==> config.mk <==
export PLATFORM = sky130hd
export DESIGN_NAME = cpu_multicycle
export DESIGN_NICKNAME = d
export VERILOG_FILES = /design/src/rtl/cpu_multicycle.sv
export SDC_FILE = /design/constraint.sdc
export NUM_CORES = 1
export LEC_CHECK = 0
export ABC_AREA = 1
export CAP_MARGIN = 20
export CORE_ASPECT_RATIO = 1.2
export CORE_UTILIZATION = 40
export CTS_CLUSTER_SIZE = 28
export DETAILED_ROUTE_END_ITERATION = 16
export DONT_BUFFER_PORTS = 1
export GPL_TIMING_DRIVEN = 0
export SYNTH_ARGS = -nofsm -noshare
export SYNTH_HDL_FRONTEND = slang
export SYNTH_SLANG_ARGS = --single-unit
==> constraint.sdc <==
create_clock -name CLK -period 4.9 [get_ports CLK]
set_input_delay 0.49 -clock CLK [delete_from_list [all_inputs] [get_ports CLK]]
set_output_delay 0.49 -clock CLK [all_outputs]
set_load 0.1 [all_outputs]
==> src/rtl/cpu_multicycle.sv <==
// cpu_multicycle: multi-cycle little-computer core. One FSM steps each instruction through
// fetch, decode, execute, memory and writeback, with req/ready handshakes on both memory ports.
module cpu_multicycle #(
   parameter int REG_WIDTH   = 16,
   parameter int NUM_REGS    = 8,
   parameter int INSTR_WIDTH = 16,
   parameter int ADDR_WIDTH  = 16
) (
   input  logic                               CLK,
   input  logic                               RST,
   output logic                               imem_req,
   output logic [ADDR_WIDTH-1:0]              imem_addr,
   input  logic                               imem_ready,
   input  logic [INSTR_WIDTH-1:0]             imem_rdata,
   output logic                               dmem_req,
   output logic                               dmem_we,
   output logic [ADDR_WIDTH-1:0]              dmem_addr,
   output logic [REG_WIDTH-1:0]               dmem_wdata,
   input  logic                               dmem_ready,
   input  logic [REG_WIDTH-1:0]               dmem_rdata,
   output logic [NUM_REGS-1:0][REG_WIDTH-1:0] debug_reg_state,
   output logic                               halted
);
   localparam int RW   = $clog2(NUM_REGS);
   localparam int IMMW = INSTR_WIDTH - 4 - 2*RW;

   localparam logic [3:0] OP_HALT = 4'd0;
   localparam logic [3:0] OP_ADD  = 4'd1;
   localparam logic [3:0] OP_SUB  = 4'd2;
   localparam logic [3:0] OP_AND  = 4'd3;
   localparam logic [3:0] OP_OR   = 4'd4;
   localparam logic [3:0] OP_XOR  = 4'd5;
   localparam logic [3:0] OP_SLT  = 4'd6;
   localparam logic [3:0] OP_ADDI = 4'd7;
   localparam logic [3:0] OP_LW   = 4'd8;
   localparam logic [3:0] OP_SW   = 4'd9;
   localparam logic [3:0] OP_BEQ  = 4'd10;
   localparam logic [3:0] OP_JMP  = 4'd11;

   typedef enum logic [2:0] {FETCH, DECODE, EXECUTE, MEM, WRITEBACK, HALT} state_t;

   state_t                             r_state;
   logic [ADDR_WIDTH-1:0]              r_pc;
   logic [INSTR_WIDTH-1:0]             r_instr;
   logic [REG_WIDTH-1:0]               r_rsVal;
   logic [REG_WIDTH-1:0]               r_rtVal;
   logic [REG_WIDTH-1:0]               r_result;
   logic [NUM_REGS-1:0][REG_WIDTH-1:0] r_regs;
   logic                               r_halted;
   logic                               r_dmemReq;
   logic                               r_dmemWe;
   logic [ADDR_WIDTH-1:0]              r_dmemAddr;
   logic [REG_WIDTH-1:0]               r_dmemWdata;

   logic [3:0]                         w_op;
   logic [RW-1:0]                      w_rs;
   logic [RW-1:0]                      w_rt;
   logic [RW-1:0]                      w_rd;
   logic [RW-1:0]                      w_dest;
   logic signed [IMMW-1:0]             w_immRaw;
   logic [REG_WIDTH-1:0]               w_imm;
   logic [ADDR_WIDTH-1:0]              w_immPc;
   logic [ADDR_WIDTH-1:0]              w_pcInc;
   logic [REG_WIDTH-1:0]               w_aluOut;

   assign w_op     = r_instr[INSTR_WIDTH-1 -: 4];
   assign w_rs     = r_instr[INSTR_WIDTH-5 -: RW];
   assign w_rt     = r_instr[INSTR_WIDTH-5-RW -: RW];
   assign w_rd     = r_instr[IMMW-1 -: RW];
   assign w_immRaw = r_instr[IMMW-1:0];
   assign w_imm    = REG_WIDTH'(w_immRaw);
   assign w_immPc  = ADDR_WIDTH'(w_immRaw);
   assign w_pcInc  = r_pc + ADDR_WIDTH'(1);
   assign w_dest   = (w_op == OP_ADDI || w_op == OP_LW) ? w_rt : w_rd;

   // Fetch request is held off while reset is applied so an abandoned fetch never leaks out.
   assign imem_req        = (r_state == FETCH) && !RST;
   assign imem_addr       = r_pc;
   assign dmem_req        = r_dmemReq;
   assign dmem_we         = r_dmemWe;
   assign dmem_addr       = r_dmemAddr;
   assign dmem_wdata      = r_dmemWdata;
   assign debug_reg_state = r_regs;
   assign halted          = r_halted;

   always_comb begin
      w_aluOut = '0;
      case (w_op)
         OP_ADD:  w_aluOut = r_rsVal + r_rtVal;
         OP_SUB:  w_aluOut = r_rsVal - r_rtVal;
         OP_AND:  w_aluOut = r_rsVal & r_rtVal;
         OP_OR:   w_aluOut = r_rsVal | r_rtVal;
         OP_XOR:  w_aluOut = r_rsVal ^ r_rtVal;
         OP_SLT:  w_aluOut = REG_WIDTH'($signed(r_rsVal) < $signed(r_rtVal));
         default: w_aluOut = r_rsVal + w_imm;
      endcase
   end

   always_ff @(posedge CLK) begin
      if (RST) begin
         r_state     <= FETCH;
         r_pc        <= '0;
         r_instr     <= '0;
         r_rsVal     <= '0;
         r_rtVal     <= '0;
         r_result    <= '0;
         r_regs      <= '0;
         r_halted    <= 1'b0;
         r_dmemReq   <= 1'b0;
         r_dmemWe    <= 1'b0;
         r_dmemAddr  <= '0;
         r_dmemWdata <= '0;
      end else begin
         case (r_state)
            FETCH: begin
               if (imem_ready) begin
                  r_instr <= imem_rdata;
                  r_state <= DECODE;
               end
            end
            DECODE: begin
               r_rsVal <= r_regs[w_rs];
               r_rtVal <= r_regs[w_rt];
               r_state <= EXECUTE;
            end
            EXECUTE: begin
               r_result <= w_aluOut;
               case (w_op)
                  OP_HALT: begin
                     r_halted <= 1'b1;
                     r_state  <= HALT;
                  end
                  OP_LW, OP_SW: begin
                     r_dmemReq   <= 1'b1;
                     r_dmemWe    <= (w_op == OP_SW);
                     r_dmemAddr  <= ADDR_WIDTH'(w_aluOut);
                     r_dmemWdata <= r_rtVal;
                     r_state     <= MEM;
                  end
                  OP_BEQ: begin
                     r_pc    <= (r_rsVal == r_rtVal) ? (w_pcInc + w_immPc) : w_pcInc;
                     r_state <= FETCH;
                  end
                  OP_JMP: begin
                     r_pc    <= ADDR_WIDTH'(r_rsVal);
                     r_state <= FETCH;
                  end
                  OP_ADD, OP_SUB, OP_AND, OP_OR, OP_XOR, OP_SLT, OP_ADDI: begin
                     r_state <= WRITEBACK;
                  end
                  default: begin
                     r_pc    <= w_pcInc;
                     r_state <= FETCH;
                  end
               endcase
            end
            MEM: begin
               if (dmem_ready) begin
                  r_dmemReq <= 1'b0;
                  r_dmemWe  <= 1'b0;
                  if (r_dmemWe) begin
                     r_pc    <= w_pcInc;
                     r_state <= FETCH;
                  end else begin
                     r_result <= dmem_rdata;
                     r_state  <= WRITEBACK;
                  end
               end
            end
            WRITEBACK: begin
               // r0 is hardwired to zero, so its write is simply dropped.
               if (w_dest != '0) begin
                  r_regs[w_dest] <= r_result;
               end
               r_pc    <= w_pcInc;
               r_state <= FETCH;
            end
            HALT: begin
               r_state <= HALT;
            end
            default: begin
               r_state <= FETCH;
            end
         endcase
      end
   end
endmodule

-- Yosys cells after proc, flatten, opt, wreduce, memory -nomap -nowiden
Index checks and enable logic that the tools add are counted.
- register bits: 246
- bits in latches: 0
- bits in writable memories: 0
- memory bits (read-only): 0
- input bits: 36
- memories kept: 0
- add/sub/neg operators: 5
- $mul: 0
- divide/modulo/power cells: 0
- $lt $le $gt $ge: 5
- equality and inequality tests: 23
- shift-type cells: 0
- mux-type cells: 27
- bitwise logic cells: 3
- reductions and logical operators: 20
- operator list (cell ; number):
    bitwise mux 128 bit ; 1
    two-way mux 16 bit ; 8
    binary-select mux 16 bit (select 3 bit) ; 2
    one-hot mux 16 bit (3 select lines) ; 2
    one-hot mux 16 bit (6 select lines) ; 1
    adder 16 bit ; 3
    demux 16 bit (select 3 bit) ; 1
    one-hot mux 16 bit (2 select lines) ; 1
    adder 16 x 1 -> 16 bit (second input constant) ; 1
    AND 16 bit ; 1
    == test 16 bit ; 1
    == test 4 x 3 -> 1 bit (second input constant) ; 4
    == test 4 bit (second input constant) ; 4
    less-than comparator 16 bit ; 1
    bitwise OR 16 bit ; 1
    subtractor 16 bit ; 1
    bitwise XOR 16 bit ; 1
    one-hot mux 3 bit (5 select lines) ; 1
    less-than comparator 3 x 4 -> 1 bit (second input constant) ; 3
    two-way mux 3 bit ; 4
    inequality test 2 bit (second input constant) ; 6
    AND reduction 2 bit ; 5
    OR reduction 10 bit ; 1
    one-hot mux 3 bit (3 select lines) ; 1
    19 further kinds ; 28

-- Logic depth before layout (Yosys ltp)
- word-level depth: 8
- gate-level depth with buffers: 21
- mapped depth without buffers: 20

-- Worst setup path before layout
Ideal clock, no wire load.
- kind: reg2reg
- start: register r_pc[0], in the netlist imem_addr[0]
- end: register r_pc[15], in the netlist imem_addr[15]
- setup time: 0.119 ns
- arrival: 3.244 ns
- data required time: 4.781 ns
- setup slack: 1.537 ns
- cell stages (with the launch flop): 20
- clock period less this slack: 3.363 ns
- path through: dfxtp_1 ha_1 nand2_1 inv_1 nand4_1 or2_2 nand2_1 inv_1 ha_1 nand2_1 o21ai_0 nand2_1 nand2_1 inv_1 nand2_1 nand3_1 nand3_1 nand2_1 a21oi_1 nor2_1
- longest elaborated chain between the ends: 5
- RTL lines (what ; RTL line ; source):
    from (decl) ; 43 ; logic [ADDR_WIDTH-1:0] r_pc;
    from (signal assigned) ; 141 ; r_pc <= (r_rsVal == r_rtVal) ? (w_pcInc + w_immPc) : w_pcInc;
    from (signal assigned) ; 145 ; r_pc <= ADDR_WIDTH'(r_rsVal);
    from (signal assigned) ; 152 ; r_pc <= w_pcInc;
    adder 16 x 1 -> 16 bit * ; 73 ; assign w_pcInc = r_pc + ADDR_WIDTH'(1);
    adder 16 bit ; 141 ;
    two-way mux 16 bit ; 141 ;
    one-hot mux 16 bit (3 select lines) ; 128 ; case (w_op)
    one-hot mux 16 bit (3 select lines) * ; 114 ; case (r_state)
Every way passes the cells marked *; elsewhere a longest branch is shown, timed or not. The select of a mux whose other input is x is not followed.
A chain may end at the register's enable or synchronous reset.

-- Final worst setup path
Same ends and word-level chain as after synthesis.

==> implementation parameters <==
Parameter                              Value

Cells and area
  Layout cells sized above 1 ... 0.0415
  Antenna cell count ... 0
  Net count, final ... ~2500
  Synthesis-to-finish area growth ... 10.3%

Hold path
  Worst min-delay path class ... input pin to register

Worst setup path
  Start point of the critical path ... imem_addr[0]
  Required arrival time at the worst endpoint ... about 5.4 ns
  Startpoint Class ... register
  Kind of capture point of the worst setup path ... register
  End point of the critical path ... imem_addr[15]
  Number of cell instances on the worst register-to-register path ... 19
  Critical R2R Capture ... imem_addr[15]
  Arrival @ worst endpoint ... 4.45 ns
  CP Class ... register to register
  Crit Path Max Fanout ... 6
  Reg-to-reg startpoint ... imem_addr[0]
  Flop-to-flop setup slack ... ~0.91 ns

Yosys
  Number of enable-type register cells in the synthesized netlist ... 0
  Top-count cell post-synth ... sky130_fd_sc_hd__o21ai_0
  Main combinational cell family by area after synthesis ... compound AO/OA/AOI/OAI gates
  Synthesis-stage register bit count ... ~250
  Area share of the leading cell type in the synthesized netlist ... 0.325
  Seq/Total Area, Yosys ... 0.325
  Cell type with the highest aggregate area in the netlist ... sky130_fd_sc_hd__dfxtp_1
  Cells after Synth ... ~2300
  Synth Net Count ... approximately 2500
  Multiplexer fraction of the synthesized cell area ... 0
  Cell area after synthesis ... about 15000 sq um
  Flip-flop cell with the highest count after synthesis ... sky130_fd_sc_hd__dfxtp_1
  Number of distinct library cells after synthesis ... between 40 and 50
  Proportion of synthesized flip-flops having asynchronous set or reset ... 0
  Cell types occupying the most area after synthesis ... sky130_fd_sc_hd__dfxtp_1 (33%), sky130_fd_sc_hd__o21ai_0 (14%), sky130_fd_sc_hd__a21oi_1 (9.7%)
  Commonest cells in the synthesized netlist ... sky130_fd_sc_hd__o21ai_0 (434), sky130_fd_sc_hd__nor2_1 (331), sky130_fd_sc_hd__nand2_1 (298)
  Syn Area/Cell ... between 6 and 7 sq um
  Warning count from the yosys run ... 0
  Xor/xnor cell area share of the yosys netlist ... 0.00868
  Share of the synthesized area in compound gates (AO/OA/AOI/OAI) ... 0.283
  Post-Synth Adder-Cell Area ... 0.0717
  Synth Area in Simple Gates ... 0.210

Timing
  Minimum clock period after layout ... approximately 4 ns
  Final count of pins violating max slew ... 0
  Setup slack after layout ... just over 0.9 ns
  Final setup fails ... 0
  Hold Fails Final Rpt ... 0
  Skew final ... around 0.019 ns
  Period Utilization, post-route ... 0.814
  Max-slew headroom at the worst pin ... 0.203
  RSZ-0062 raised after global routing ... no
  Tightest Pin Transition ... between 1 and 1.5 ns
  Maximum clock frequency ... around 250 MHz
  Setup_tns ... 0 ns

Routing
  Total DRC errors in the routed layout ... 5
  Detailed router's first-iteration violation count ... ~1500
  Pre-Repair DR Iteration Count ... 14
  Aggregate routed wire length ... 70200 um
  Post-DRT Antenna Nets ... 0
  Via count ... around 16000
  Average routed wire per standard cell ... roughly 25 um
  Number of vias per cell after detailed routing ... approximately 5.8

CTS
  Number of buffers inserted by post-CTS setup repair ... 0
  H-Tree Depth ... 1
  Worst-skew pair later-pin latency ... about 0.57 ns
  CTS Hold Buffers Added ... 0
  CTS root buf ... sky130_fd_sc_hd__clkbuf_16
  Clock tree from TritonCTS ... done
  Clock-pin transition on the worst setup and hold timing paths ... roughly 0.06 ns
  Total of cells resized after clock tree synthesis ... 0
  Number of buffers created by CTS ... 27
  Clock tree buffer depth ... 3
  Clock sink count ... 246

Run
  Max capacitance violation total ... 0

Status
  Violated checks ... design-rule violations
  Run status ... finished with violations

Place
  Half-perimeter wire length of the detailed placement result ... ~56000 um
  Count of buffers from port buffering ... 0
  Worst Setup Slack post-DPL ... 0.961 ns
  GPL Wtd Cong ... around 1.0

Die
  Die footprint ... between 30000 and 40000 sq um
  DIE WIDTH ... roughly 180 um
  Number of placement rows ... 77
  CORE AREA ... about 37000 sq um
  Initial standard-cell utilization of the core ... 0.408
  I/O Pins ... 216
  Vertical die dimension ... 215 um

Pwr
  Switching share of power ... 0.479
  Share of power burned in registers ... 0.352
  Clock group share of total power ... 0.250
  Net Sw Power ... roughly 4.1 mW
  Share of total power in combinational logic ... 0.398
  Static power due to leakage ... around 7 nW
  Power per unit of standard cell area ... 509 nW/um^2
  Internal power ... 4.43 mW
  Maximum vdd ir drop ... approximately 0.29 mV

Global route
  Sum of overflow across all layers after global routing ... 0
  Initial antenna violation count ... 2
  Maximum number of pins on one net before global-route repair ... 18
  Global-route wire length before repair ... between 100000 and 150000 um
  Number of global-route vias before repair ... 15900
  Tot GR Track Use ... 0.356
-- critical path: stages (launching register included) --
cell and delay [ns]:
sky130_fd_sc_hd__dfxtp_1 1.05, sky130_fd_sc_hd__ha_1 0.31, sky130_fd_sc_hd__nand2_1 0.09, sky130_fd_sc_hd__inv_1 0.22, sky130_fd_sc_hd__nand4_1 0.15, sky130_fd_sc_hd__or2_2 0.33
sky130_fd_sc_hd__nand2_1 0.17, sky130_fd_sc_hd__inv_1 0.08, sky130_fd_sc_hd__ha_1 0.34, sky130_fd_sc_hd__nand2_1 0.12, sky130_fd_sc_hd__o21ai_0 0.29, sky130_fd_sc_hd__nand2_1 0.08
sky130_fd_sc_hd__nand2_1 0.06, sky130_fd_sc_hd__inv_1 0.04, sky130_fd_sc_hd__nand2_1 0.13, sky130_fd_sc_hd__nand3_1 0.09, sky130_fd_sc_hd__nand3_1 0.09, sky130_fd_sc_hd__nand2_1 0.06
sky130_fd_sc_hd__a21oi_1 0.14, sky130_fd_sc_hd__nor2_1 0.05
-- sequential cells by signal (all words and copies together), names as in the netlist, 3 cells and up --
| name | flops |
|---|---|
| imem_addr | 16 |
| r_result | 16 |
| dmem_wdata | 16 |
| r_rsVal | 16 |
| dmem_addr | 16 |
| r_instr | 16 |
| debug_reg_state | 128 |
| r_rtVal | 16 |
| r_state | 3 |
-- per-stage QoR --
| step | utilization | hold WS [ns] | instance area, sq um | total power, mW | instances |
|---|---|---|---|---|---|
| after detailed placement | 0.426 | 0.507 | 15800 | 6.31 | 2811 |
| after floorplan | - | 0.441 | 15100 | 5.13 | 2333 |
| after global routing | 0.450 | 0.126 | 16700 | 8.97 | 2858 |
| final | 0.450 | 0.123 | 16700 | 8.50 | 2858 |
| after global placement | 0.424 | 0.509 | 15700 | 6.28 | 2807 |
| after CTS | 0.450 | 0.110 | 16700 | 8.43 | 2858 |
-- power groups by stage --
stage / clock network (mW) / logic (mW) / registers [mW]
2_1_floorplan: 0 / 2.32 / 2.81
3_3_place_gp: 0 / 3.27 / 3.02
3_5_place_dp: 0 / 3.30 / 3.02
4_1_cts: 2.14 / 3.32 / 2.98
5_1_grt: 2.22 / 3.74 / 3.01
6_report: 2.13 / 3.38 / 3.00
-- worst min path at each step --
stage / end / slack, ns / startpoint / cells past startpoint
floorplan: r_instr[0] / 0.44 / r_instr[0] / 2
global placement: r_instr[0] / 0.51 / r_instr[0] / 2
detailed placement: r_instr[0] / 0.51 / r_instr[0] / 2
CTS: r_result[7] / 0.11 / dmem_rdata[7] / 2
global route: r_result[7] / 0.13 / dmem_rdata[7] / 2
finish: r_instr[2] / 0.12 / imem_rdata[2] / 2
-- cell families after synthesis --
family                     after synthesis
and+or+nand+nor                        774
xor gates and xnor gates                15
DFF                                    246
buffers and inverters                  394
adders and majority gates               85
AOI/OAI and AO/OA                      819
-- placed cells by master (no fill, tap or decap), drive strengths merged, types with 2 or more instances in the layout --
master	count
o21bai	8
a41oi	2
inv	267
nor3	11
a21o	2
o22ai	35
nand3	85
ha	82
o21ai	451
fa	3
clkinv	11
nand4	22
dfxtp	246
xnor2	3
a211oi	14
o211ai	7
and2	3
xor2	12
a21oi	292
or2	4
clkbuf	133
a221oi	3
bufinv	3
buf	31
nand3b	5
nor2	338
nand2	302
and3	3
-- per-layer routing --
| layer | vias to the layer above | GRT usage | routed length, um |
|---|---|---|---|
| met1 | 7604 | 0.390 | 26200 |
| met5 | - | 0 | 0 |
| met2 | 800 | 0.626 | 33600 |
| li1 | 7851 | - | - |
| met3 | 224 | 0.0698 | 5290 |
| met4 | 0 | 0.236 | 5120 |
-- final cells by class --
| type | instances | area [sq um] |
|---|---|---|
| multi-input combinational | 1693 | 8690 |
| sequential | 246 | 4920 |
| inverter | 272 | 1020 |
| clock inverter | 9 | 128 |
| fill | 3945 | 20400 |
| tap | 474 | 593 |
| buffer | 122 | 505 |
| timing repair buffer | 4 | 62.6 |
| clock buffer | 38 | 767 |
Note: power is estimated with default switching activity, not from simulation.
